<file path="src/rtl/seq_restoring_divider.sv">
// ----------------------------------------------------------------------------
// seq_restoring_divider
//   Multi-cycle signed/unsigned integer divider for the KGP-RISC ALU.
//   One quotient bit is resolved per clock using the restoring algorithm on
//   operand magnitudes; signs are re-applied in a final FIX cycle.
//   Quotient truncates toward zero, remainder takes the dividend's sign.
//
//   Optional build macro:
//     DIV_EARLY_TERM_EN - when defined, a divide whose divisor magnitude
//                         exceeds the dividend magnitude skips the iteration
//                         phase (Q=0, R=|a|) and completes in two cycles.
// ----------------------------------------------------------------------------
module seq_restoring_divider #(
   parameter int WIDTH = 32,
   parameter int CNT_W = 6
) (
   input  logic             clk,
   input  logic             rst,
   input  logic             start,
   input  logic             signed_op,
   input  logic [WIDTH-1:0] a,
   input  logic [WIDTH-1:0] b,
   output logic             busy,
   output logic             done,
   output logic [WIDTH-1:0] quotient,
   output logic [WIDTH-1:0] remainder,
   output logic             div_by_zero
);

   typedef enum logic [1:0] {
      S_IDLE = 2'd0,
      S_RUN  = 2'd1,
      S_FIX  = 2'd2,
      S_DONE = 2'd3
   } state_t;

   localparam logic [CNT_W-1:0] LAST_CNT = CNT_W'(WIDTH - 1);
   localparam logic [CNT_W-1:0] CNT_ONE  = CNT_W'(1);
   localparam logic [WIDTH-1:0] W_ONE    = WIDTH'(1);

   // Two's-complement negate when n is set; used for operand magnitudes and
   // for re-applying the result signs.
   function automatic logic [WIDTH-1:0] cond_neg(input logic [WIDTH-1:0] v,
                                                 input logic             n);
      logic [WIDTH-1:0] r;
      r = n ? ((~v) + W_ONE) : v;
      return r;
   endfunction

   state_t           state_q, state_d;

   // iteration registers: partial remainder, shifting dividend/quotient,
   // divisor magnitude, sign flags and iteration count
   logic [WIDTH-1:0] rem_q, rem_d;
   logic [WIDTH-1:0] quo_q, quo_d;
   logic [WIDTH-1:0] dvs_q, dvs_d;
   logic             q_neg_q, q_neg_d;
   logic             r_neg_q, r_neg_d;
   logic [CNT_W-1:0] cnt_q, cnt_d;

   // architectural result registers
   logic [WIDTH-1:0] quotient_q, quotient_d;
   logic [WIDTH-1:0] remainder_q, remainder_d;
   logic             dbz_q, dbz_d;

   // operand conditioning for the IDLE capture
   logic             a_neg, b_neg;
   logic [WIDTH-1:0] a_mag, b_mag;
   logic             b_zero;
   logic             early_skip;

   // restoring step: shift {R,Q} left and trial-subtract at WIDTH+1 bits.
   // R < |b| always holds, so the shifted remainder never loses a bit and
   // bit WIDTH of the difference is a reliable borrow indicator.
   logic [WIDTH:0]   r_shift;
   logic [WIDTH:0]   trial;
   logic             trial_ok;

   assign a_neg  = signed_op & a[WIDTH-1];
   assign b_neg  = signed_op & b[WIDTH-1];
   assign a_mag  = cond_neg(a, a_neg);
   assign b_mag  = cond_neg(b, b_neg);
   assign b_zero = (b == '0);

`ifdef DIV_EARLY_TERM_EN
   // divisor larger than dividend: quotient is zero, remainder is |a|
   assign early_skip = (b_mag > a_mag);
`else
   assign early_skip = 1'b0;
`endif

   assign r_shift  = {rem_q, quo_q[WIDTH-1]};
   assign trial    = r_shift - {1'b0, dvs_q};
   assign trial_ok = ~trial[WIDTH];

   // state register
   always_ff @(posedge clk) begin
      if (rst) begin
         state_q <= S_IDLE;
      end else begin
         state_q <= state_d;
      end
   end

   // next-state decode
   always_comb begin
      state_d = state_q;
      case (state_q)
         S_IDLE: begin
            if (start) begin
               if (b_zero) begin
                  state_d = S_DONE;
               end else if (early_skip) begin
                  state_d = S_FIX;
               end else begin
                  state_d = S_RUN;
               end
            end
         end
         S_RUN: begin
            if (cnt_q == LAST_CNT) begin
               state_d = S_FIX;
            end
         end
         S_FIX:   state_d = S_DONE;
         S_DONE:  state_d = S_IDLE;
         default: state_d = S_IDLE;
      endcase
   end

   // status outputs decoded from the current state
   always_comb begin
      busy = 1'b0;
      done = 1'b0;
      case (state_q)
         S_IDLE: begin
            busy = 1'b0;
            done = 1'b0;
         end
         S_RUN, S_FIX: begin
            busy = 1'b1;
            done = 1'b0;
         end
         S_DONE: begin
            busy = 1'b1;
            done = 1'b1;
         end
         default: begin
            busy = 1'b0;
            done = 1'b0;
         end
      endcase
   end

   // datapath next-state: operand capture, one restoring step per RUN cycle,
   // sign fix-up into the result registers
   always_comb begin
      rem_d       = rem_q;
      quo_d       = quo_q;
      dvs_d       = dvs_q;
      q_neg_d     = q_neg_q;
      r_neg_d     = r_neg_q;
      cnt_d       = cnt_q;
      quotient_d  = quotient_q;
      remainder_d = remainder_q;
      dbz_d       = dbz_q;

      case (state_q)
         S_IDLE: begin
            if (start) begin
               dvs_d   = b_mag;
               q_neg_d = a_neg ^ b_neg;
               r_neg_d = a_neg;
               rem_d   = '0;
               quo_d   = a_mag;
               cnt_d   = '0;
               dbz_d   = 1'b0;
               if (b_zero) begin
                  // results are final immediately; the raw dividend is
                  // returned so software can inspect it
                  quotient_d  = '1;
                  remainder_d = a;
                  dbz_d       = 1'b1;
               end else if (early_skip) begin
                  quo_d = '0;
                  rem_d = a_mag;
               end
            end
         end
         S_RUN: begin
            rem_d = trial_ok ? trial[WIDTH-1:0] : r_shift[WIDTH-1:0];
            quo_d = {quo_q[WIDTH-2:0], trial_ok};
            cnt_d = cnt_q + CNT_ONE;
         end
         S_FIX: begin
            // MIN / -1 lands here with Q = 2^(WIDTH-1) and q_neg = 0, which
            // reads back as MIN without any special casing
            quotient_d  = cond_neg(quo_q, q_neg_q);
            remainder_d = cond_neg(rem_q, r_neg_q);
         end
         default: begin
         end
      endcase
   end

   // datapath and result registers; reset clears everything so an aborted
   // operation leaves no stale results visible
   always_ff @(posedge clk) begin
      if (rst) begin
         rem_q       <= '0;
         quo_q       <= '0;
         dvs_q       <= '0;
         q_neg_q     <= 1'b0;
         r_neg_q     <= 1'b0;
         cnt_q       <= '0;
         quotient_q  <= '0;
         remainder_q <= '0;
         dbz_q       <= 1'b0;
      end else begin
         rem_q       <= rem_d;
         quo_q       <= quo_d;
         dvs_q       <= dvs_d;
         q_neg_q     <= q_neg_d;
         r_neg_q     <= r_neg_d;
         cnt_q       <= cnt_d;
         quotient_q  <= quotient_d;
         remainder_q <= remainder_d;
         dbz_q       <= dbz_d;
      end
   end

   assign quotient    = quotient_q;
   assign remainder   = remainder_q;
   assign div_by_zero = dbz_q;

endmodule

</file>
<file path="config.mk">
export PLATFORM = sky130hd
export DESIGN_NAME = seq_restoring_divider
export DESIGN_NICKNAME = d
export VERILOG_FILES = /design/src/rtl/seq_restoring_divider.sv
export SDC_FILE = /design/constraint.sdc
export NUM_CORES = 1
export LEC_CHECK = 0
export BUFFER_PORTS_ARGS = -buffer_cell sky130_fd_sc_hd__clkbuf_2
export CAP_MARGIN = 10
export CORE_MARGIN = 2
export CORE_UTILIZATION = 51
export DETAILED_ROUTE_END_ITERATION = 8
export PLACE_DENSITY = 0.81
export SYNTH_ARGS = -nofsm -noshare
export SYNTH_HDL_FRONTEND = slang
export SYNTH_SLANG_ARGS = --single-unit
</file>
<file path="constraint.sdc">
create_clock -name clk -period 3.2 [get_ports clk]
set_input_delay 0.32 -clock clk [delete_from_list [all_inputs] [get_ports clk]]
set_output_delay 0.32 -clock clk [all_outputs]
set_load 0.005 [all_outputs]
</file>
==> results.yml, run 1 <==
outcome:
  outcome: "complete, no violations"
drt:
  vias_per_cell: 5.75
  dr.first_iter.drc_count: 715
  drtPass1Iterations: 5
  wire_per_inst_um: 16.1
  routed_wl_mm: 30.2
  antenna_left: 0
  drc: 0
  via_count: 10764
die:
  start_util_pct: 51.5
  rows: 54
  die_h_um: 152
  die_w_um: 152
  io_pins: 135
  die-area_um2: 23000
  core_area_um2: 21600
setup_path:
  start_kind: "flop"
  path_class: "flop to flop"
  cp_max_fo: 6
  r2r_setup_slack_ns: 0.08
  arrival_ns: 3.44
  slowest_delay_ns: 0.35
  r2r_end: "rem_q[30]"
  r2r.worst_path.cells: 15
  r2r_start: "quo_q[31]"
  cp-endpoint: "rem_q[30]"
  startpoint: "quo_q[31]"
  crit_chain: "inv_1 > ha_2 > fa_2 > nand2b_4 > a21oi_4 > a211oi_1 > a211oi_1 > buf_4 > nor3_2 > or2_1 > o311ai_4 > clkbuf_16 > buf_4 > nor3b_1 > a221o_1"
  cp-end-kind: "flop"
  cpMaxStageDelayCell: "fa_2"
  worst_ep_required_time_ns: 3.52
clock_tree:
  clockRootBuffer: "clkbuf_16"
  cts.sinks: 171
  hold_buffers: 0
  cts_tree: "done"
  clkTransAtPathRegs_ns: 0.07
  cts_max_level: 4
  clock_path_buffers: 2
  clk_latency_ns: 0.44
  numCtsBuffers: 17
synthesis:
  dominantRegCellSynth: "dfxtp_1"
  synth.distinct_cells: 62
  netlist_area_um2: 11100
  syn_area_per_cell_um2: 7.75
  ys_ff_latch: 171
  synthArstFlopShare_pct: 0
  syn_inst: 1436
  synth_edf_count: 0
  yosysWarnings: 0
  synth-seq-area-share_pct: 30.8
  syn_nets: 1547
sta:
  finalCriticalPeriod_ns: 3.12
  finalSetupViolCount: 0
  max_freq_ghz: 0.321
  maxSlewHeadroom_pct: 28.2
  worst_pin_slew_ns: 1.08
  period_share_pct: 97.5
  skew_ns: 0.0118
  hold_violations: 0
  slew_viol_final: 0
  setup-tns-final_ns: 0
  worst_slack_ns: 0.0802
finish:
  drive_gt1_share_pct: 16.9
  nNetsFinal: 1690
  nFillCells: 1956
  area_growth_pct: 17.3
global_routing:
  grt_max_degree: 106
  grt_usage_pct: 25.8
  grt_pass1_wl_mm: 47.7
  grt-ovfl-total: 0
  antenna_found_initial: 2
  grt_pass1_vias: 9935
power_and_ir_drop:
  p_per_area_nw_per_um2: 694
  total_power_mw: 9.05
  ir_drop_uv: 340
  leakage_nw: 5.21
placement:
  place_congestion: 0.925
  dp_hpwl_mm: 22.7
  post-place-ws_ns: 0.0274
  io_buffers: 134
flow_run:
  max_cap_violations: 0
min_path:
  hold_path.class: "input pin to flop"
==> cell families after synthesis <==
family / Yosys count / synth area share (%)
adders and majority gates: 43 / 4.90
DFF: 171 / 30.8
AOI/OAI and AO/OA: 430 / 24.9
muxes: 49 / 4.43
and+or+nand+nor: 453 / 18.4
buffers and inverters: 143 / 5.01
xor gates and xnor gates: 147 / 11.6
==> worst max-delay path: cells and delay by family (launching register included) <==
kind            cells  cell delay (ns)
compound gates      5             1.06
fa+ha+maj           2             0.54
buf+inv             4             0.57
flops               1             0.31
simple gates        4             0.52
==> cells in the mapped netlist, drive strengths merged, types with 10 or more instances <==
master	n	area share (%)
nand2b	12	0.67
nor2	131	4.4
xnor2	60	4.7
inv	56	1.9
a311oi	16	1.3
or3	14	0.83
nand3	13	0.58
nor3	17	0.76
a21o	14	0.94
o21ai	110	4.9
or4	11	0.78
o31ai	27	1.8
mux2i	47	4.2
nor4	13	0.73
clkbuf	67	2.3
o211ai	27	1.8
and2	10	0.56
o41ai	20	1.9
a211oi	75	5.1
nand2	191	6.4
ha	42	4.7
xor2	87	6.8
a21oi	104	4.7
dfxtp	171	31
buf	20	0.85
a31oi	14	0.79
==> sequential cells by signal, indices dropped and copies added (netlist names) <==
signal,flops
remainder,32
quotient,32
q_neg_q,1
r_neg_q,1
quo_q,32
rem_q,32
cnt_q,6
dvs_q,32
div_by_zero,1
state_q,2
==> power breakdown <==
| part | internal [mW] | switching (mW) | total (mW) |
|---|---|---|---|
| sequential | 2.62 | 0.432 | 3.05 |
| clock | 1.04 | 0.916 | 1.95 |
| combinational | 1.66 | 2.39 | 4.04 |
==> per-layer routing <==
metal | track usage, % | up-vias | share of wire (%)
met5 | 0 | - | 0.043
met2 | 43.3 | 366 | 47
met3 | 5.15 | 87 | 6.0
met4 | 10.9 | 2 | 3.6
met1 | 32.2 | 4886 | 43
li1 | - | 5423 | -
==> worst min path at each step <==
| stage | cells after the start | endpoint | start |
|---|---|---|---|
| floorplan | 2 | dvs_q[30] | dvs_q[30] |
| global placement | 2 | remainder[4] | remainder[4] |
| detailed placement | 2 | dvs_q[30] | dvs_q[30] |
| CTS | 3 | dvs_q[1] | b[1] |
| global route | 3 | dvs_q[1] | b[1] |
| finish | 3 | dvs_q[1] | b[1] |
==> per-stage QoR <==
stage | hold slack (ns) | std cells | area [µm²] | utilization [%]
5_1_grt | 0.198 | 1873 | 13000 | 60.3
2_1_floorplan | 0.432 | 1436 | 11100 | -
3_5_place_dp | 0.447 | 1836 | 12400 | 57.4
3_3_place_gp | 0.443 | 1836 | 12400 | 57.4
4_1_cts | 0.179 | 1868 | 13000 | 59.9
6_report | 0.186 | 1873 | 13000 | 60.3
==> placed cells by master (no fill, tap or decap), types with 6 or more instances in the layout <==
cell type / instances
o21ai_0: 38
or3_1: 13
a211oi_1: 75
o21ai_1: 70
a311oi_1: 16
nand2_1: 190
and2_1: 9
xor2_1: 87
a21o_1: 14
nor4_1: 13
nand3_1: 13
mux2i_1: 47
clkbuf_16: 18
clkinvlp_4: 6
nor3_1: 15
buf_4: 74
o31ai_1: 26
dfxtp_1: 171
inv_1: 55
a31oi_1: 14
or4_1: 10
clkbuf_2: 133
xnor2_1: 60
and3_1: 6
o41ai_1: 17
a21oi_1: 103
o211ai_1: 27
nand2b_1: 11
nor2b_1: 7
nor2_1: 131
nand4_1: 9
ha_1: 40
==> repair_timing <==
item	CTS	global route
setup endpoints to repair	0	32
buffers inserted	0	3
resized for setup	0	8
==> final cells by class <==
cell class / instances / area (µm²) / area share (%)
Sequential cell: 171 / 3420 / 26.2
Multi-Input combinational cell: 1122 / 7210 / 55.2
Clock inverter: 12 / 90.1 / 0.691
Inverter: 56 / 210 / 1.61
Tap cell: 280 / 350 / 2.69
Timing Repair Buffer: 211 / 1310 / 10.0
Antenna cell: 1 / 2.50 / 0.0192
Clock buffer: 20 / 457 / 3.50
Note: power is estimated with default switching activity, not from simulation.
==> inputs of run 2 (changes only) <==
Settings changed: REMOVE_ABC_BUFFERS set to 1.
==> results.yml, run 2 (synthesis results as in run 1) <==
outcome:
  outcome: "complete, no violations"
clock_tree:
  clock_path_buffers: 2
  clockRootBuffer: "clkbuf_16"
  cts.sinks: 171
  clkTransAtPathRegs_ns: 0.07
  cts_tree: "done"
  cts_max_level: 4
  numCtsBuffers: 17
  clk_latency_ns: 0.44
  hold_buffers: 0
power_and_ir_drop:
  total_power_mw: 9.61
  p_per_area_nw_per_um2: 726
  ir_drop_uv: 447
  leakage_nw: 5.28
sta:
  maxSlewHeadroom_pct: 33.6
  hold_violations: 0
  worst_slack_ns: 0.0484
  grt_setup_unrepaired: "yes"
  worst_pin_slew_ns: 0.995
  finalSetupViolCount: 0
  slew_viol_final: 0
  period_share_pct: 98.5
  finalCriticalPeriod_ns: 3.15
  skew_ns: 0.00694
  max_freq_ghz: 0.317
global_routing:
  grt-ovfl-total: 0
  grt_pass1_wl_mm: 48.8
  grt_pass1_vias: 10059
  antenna_found_initial: 0
  grt_max_degree: 109
  grt_usage_pct: 26.2
setup_path:
  slowest_delay_ns: 0.55
  cp_max_fo: 8
  worst_ep_required_time_ns: 3.51
  arrival_ns: 3.46
  path_class: "flop to flop"
  start_kind: "flop"
  cpMaxStageDelayCell: "or4_4"
  cp-end-kind: "flop"
  r2r.worst_path.cells: 9
  crit_chain: "or4_4 > or3_4 > or4_4 > or3_4 > o41ai_4 > nand2_1 > xor2_1 > mux2i_1 > a211oi_2"
finish:
  nFillCells: 1882
  area_growth_pct: 19.1
  layout_commonest_cell: "nand2_1"
  nNetsFinal: 1683
  final_cell_mix: "190 x nand2_1, 169 x dfxtp_1, 133 x clkbuf_2"
  drive_gt1_share_pct: 17.1
die:
  core_area_um2: 21600
  rows: 54
  die_h_um: 152
  die-area_um2: 23000
  io_pins: 135
  die_w_um: 152
  start_util_pct: 51.5
drt:
  dr.first_iter.drc_count: 926
  drc: 0
  routed_wl_mm: 30.7
  drtPass1Iterations: 5
  wire_per_inst_um: 16.4
  antenna_left: 0
  vias_per_cell: 5.85
  via_count: 10930
min_path:
  whs_path_depth: 3
  hold_path.class: "input pin to flop"
flow_run:
  max_cap_violations: 0
placement:
  io_buffers: 134
  dp_hpwl_mm: 22.4
  place_congestion: 0.972
  post-place-ws_ns: -0.0916
run 2: changes by cell type in the layout (fill, tap and decap cells not counted), moves of 3 or more:
cell        before  now
a211oi_1        75   71
inv_6            3    6
a211oi_2         0    3
clkinvlp_4       6    0
bufinv_16        0    6
buf_4           74   61
buf_12           3    9
run 2: power breakdown:
part           switching (mW)  total, mW  internal [mW]
registers               0.437       3.06           2.62
clock network           0.941       2.45           1.51
logic                    2.43       4.11           1.67
run 2: worst paths after layout:
path | slack (ns) | start | endpoint
worst max-delay path | 0.05 | rem_q[14] | remainder[31]
worst min-delay path | 0.19 | b[16] | dvs_q[16]
worst max register to register | 0.05 | rem_q[14] | remainder[31]
worst min register to register | 0.45 | remainder[3] | remainder[3]
run 2: worst max-delay path, delay by kind of cell (launching register included):
| family | cells | cell delay (ns) |
|---|---|---|
| mux | 1 | 0.16 |
| flops | 1 | 0.37 |
| xor+xnor | 1 | 0.15 |
| compound gates | 2 | 0.48 |
| simple gates | 5 | 1.85 |
run 2: final cells by class:
type / instances / area, µm² / share of cell area, %
Multi-Input combinational cell: 1122 / 7250 / 54.7
Sequential cell: 171 / 3430 / 25.9
Timing Repair Buffer: 204 / 1320 / 9.93
Clock buffer: 18 / 439 / 3.31
Tap cell: 280 / 350 / 2.64
Clock inverter: 14 / 253 / 1.91
Inverter: 56 / 210 / 1.59
Antenna cell: 2 / 5.00 / 0.0378
run 2: per-layer routing:
layer,vias to the layer above,part of all wire (%),GRT usage [%]
li1,5415,-,-
met2,398,48,44.7
met3,57,6.8,3.23
met4,0,2.4,10.4
met5,-,0,0
met1,5060,43,33.8
run 2: repair_timing:
action / 4_1_cts / 5_1_grt
setup endpoints to repair: 27 / 35
pin swaps: 3 / 10
buffers inserted: 6 / 2
gates resized for setup: 5 / 15
hold endpoints to repair: 0 / 0
run 2: metrics by stage:
stage / util (%) / setup TNS (ns) / hold slack, ns / cells / area, µm²
final: 61.3 / 0 / 0.188 / 1867 / 13200
after detailed placement: 57.4 / -1.45 / 0.445 / 1826 / 12400
after floorplan: - / -78.98 / 0.389 / 1349 / 10800
after global placement: 57.4 / 0 / 0.440 / 1826 / 12400
after CTS: 60.9 / 0 / 0.188 / 1864 / 13200
after global routing: 61.3 / -0.0814 / 0.211 / 1865 / 13200
==> inputs of run 3 (changes only) <==
Settings changed: CELL_PAD_IN_SITES_DETAIL_PLACEMENT set to 1, CELL_PAD_IN_SITES_GLOBAL_PLACEMENT set to 2, CORE_UTILIZATION 51 to 31, PLACE_DENSITY 0.81 to 0.83.
==> results.yml, run 3 (synthesis results as in run 1) <==
outcome:
  outcome: "complete, no violations"
drt:
  routed_wl_mm: 36.2
  vias_per_cell: 5.22
  wire_per_inst_um: 17.5
  drc: 0
  dr.first_iter.drc_count: 422
  drtPass1Iterations: 4
  antenna_left: 0
  via_count: 10794
finish:
  n_antenna_cell: 0
  fin_area_um2: 13600
  final_cell_mix: "190 x nand2_1, 170 x dfxtp_1, 133 x clkbuf_2"
  drive_gt1_share_pct: 18.5
  area_growth_pct: 22.4
  nNetsFinal: 1704
  layout_commonest_cell: "nand2_1"
sta:
  finalSetupViolCount: 0
  worst_pin_slew_ns: 0.961
  grt_setup_unrepaired: "yes"
  period_share_pct: 97.9
  finalCriticalPeriod_ns: 3.13
  maxSlewHeadroom_pct: 35.9
  worst_slack_ns: 0.0676
  skew_ns: 0.00897
  slew_viol_final: 0
  max_freq_ghz: 0.319
  hold_violations: 0
global_routing:
  grt-ovfl-total: 0
  grt_pass1_wl_mm: 58.8
  grt_max_degree: 119
  grt_usage_pct: 19.2
  grt_pass1_vias: 11032
  antenna_found_initial: 0
placement:
  post-place-ws_ns: -0.116
  io_buffers: 134
  dp_hpwl_mm: 27.8
  place_area_um2: 12800
  place_congestion: 0.860
power_and_ir_drop:
  leakage_nw: 5.36
  combPwrFrac_pct: 44.4
  netSwitchingPower_mw: 3.95
  ir_drop_uv: 363
  cell_internal_pwr_mw: 5.76
  clkPwrFrac_pct: 24.0
  sw_frac_of_total_pct: 40.7
  p_per_area_nw_per_um2: 713
  p_seq_share_pct: 31.6
setup_path:
  path_class: "flop to flop"
  cp_max_fo: 6
  worst_ep_required_time_ns: 3.52
  cp-end-kind: "flop"
  start_kind: "flop"
  arrival_ns: 3.45
die:
  rows: 69
  die-area_um2: 37400
  io_pins: 135
  die_w_um: 193
  core_area_um2: 35500
  start_util_pct: 31.4
  die_h_um: 193
min_path:
  hold_path.class: "input pin to flop"
clock_tree:
  cts.sinks: 171
  numCtsBuffers: 17
  clock_path_buffers: 2
  clkTransAtPathRegs_ns: 0.07
  cts_tree: "done"
  clk_latency_ns: 0.45
  cts_max_level: 4
  clockRootBuffer: "clkbuf_16"
flow_run:
  max_cap_violations: 0
==> run 3: cell count changes in the layout (fill, tap and decap cells not counted), sizes merged <==
| cell | delta |
|---|---|
| buf | +20 |
| bufinv | -2 |
| clkbuf | +3 |
| clkinv | +1 |
| clkinvlp | +3 |
| diode | -2 |
| inv | -4 |
==> run 3: routing by layer <==
layer  part of all wire (%)  GRT usage (%)
met1                     47           24.7
met3                    2.3           2.30
met2                     48           33.3
met5                      0              0
met4                    2.5           6.59
==> run 3: power groups by stage <==
stage               registers (mW)  clock network, mW  logic (mW)
finish                        3.06               2.33        4.31
global route                  3.15               2.46        4.81
CTS                           3.06               2.38        4.24
detailed placement            3.11                  0        4.20
global placement              3.09                  0        4.09
floorplan                     3.02                  0        2.68
==> run 3: critical path, stage by stage, from the launching register on <==
cell	delay, ns
dfxtp_2	0.32
inv_2	0.04
ha_4	0.17
fa_2	0.36
nand2b_4	0.16
a21oi_4	0.16
a211oi_2	0.06
a211oi_1	0.24
buf_4	0.17
nor3_4	0.04
or2_4	0.27
o311ai_4	0.28
buf_4	0.17
buf_12	0.13
buf_8	0.12
mux2i_1	0.21
o21ai_1	0.08
==> run 3: worst paths after layout <==
check / from / slack [ns] / endpoint / cells after the start
worst min register to register: remainder[1] / 0.46 / remainder[1] / 2
worst max-delay path: quo_q[31] / 0.07 / rem_q[5] / 16
worst max register to register: quo_q[31] / 0.07 / rem_q[5] / 16
worst min-delay path: b[1] / 0.19 / dvs_q[1] / 3
==> run 3: final cells by class <==
cell class / count / area [µm²]
clock buffers: 20 / 467
multi-input cells: 1122 / 7260
fillers: 4302 / 21900
flip-flops and latches: 171 / 3420
clock inverters: 12 / 183
repair buffers: 225 / 1490
inverters: 56 / 210
well taps: 461 / 577
==> run 3: stage by stage <==
step / TNS, ns / total power [mW] / util [%] / hold WS (ns) / cells
final: 0 / 9.70 / 38.4 / 0.185 / 2067
after global routing: -0.172 / 10.4 / 38.4 / 0.200 / 2067
after CTS: 0 / 9.69 / 37.9 / 0.171 / 2061
after detailed placement: -1.47 / 7.31 / 36.0 / 0.449 / 2027
after global placement: 0 / 7.18 / 36.0 / 0.446 / 2027
after floorplan: -78.98 / 5.69 / - / 0.389 / 1349
==> run 3: repair_timing <==
action                     4_1_cts  5_1_grt
resized for setup                4       28
setup buffers                    1        6
cloned                           1        1
pin swaps                        1       10
hold buffers                     0        0
setup endpoints to repair       26       35
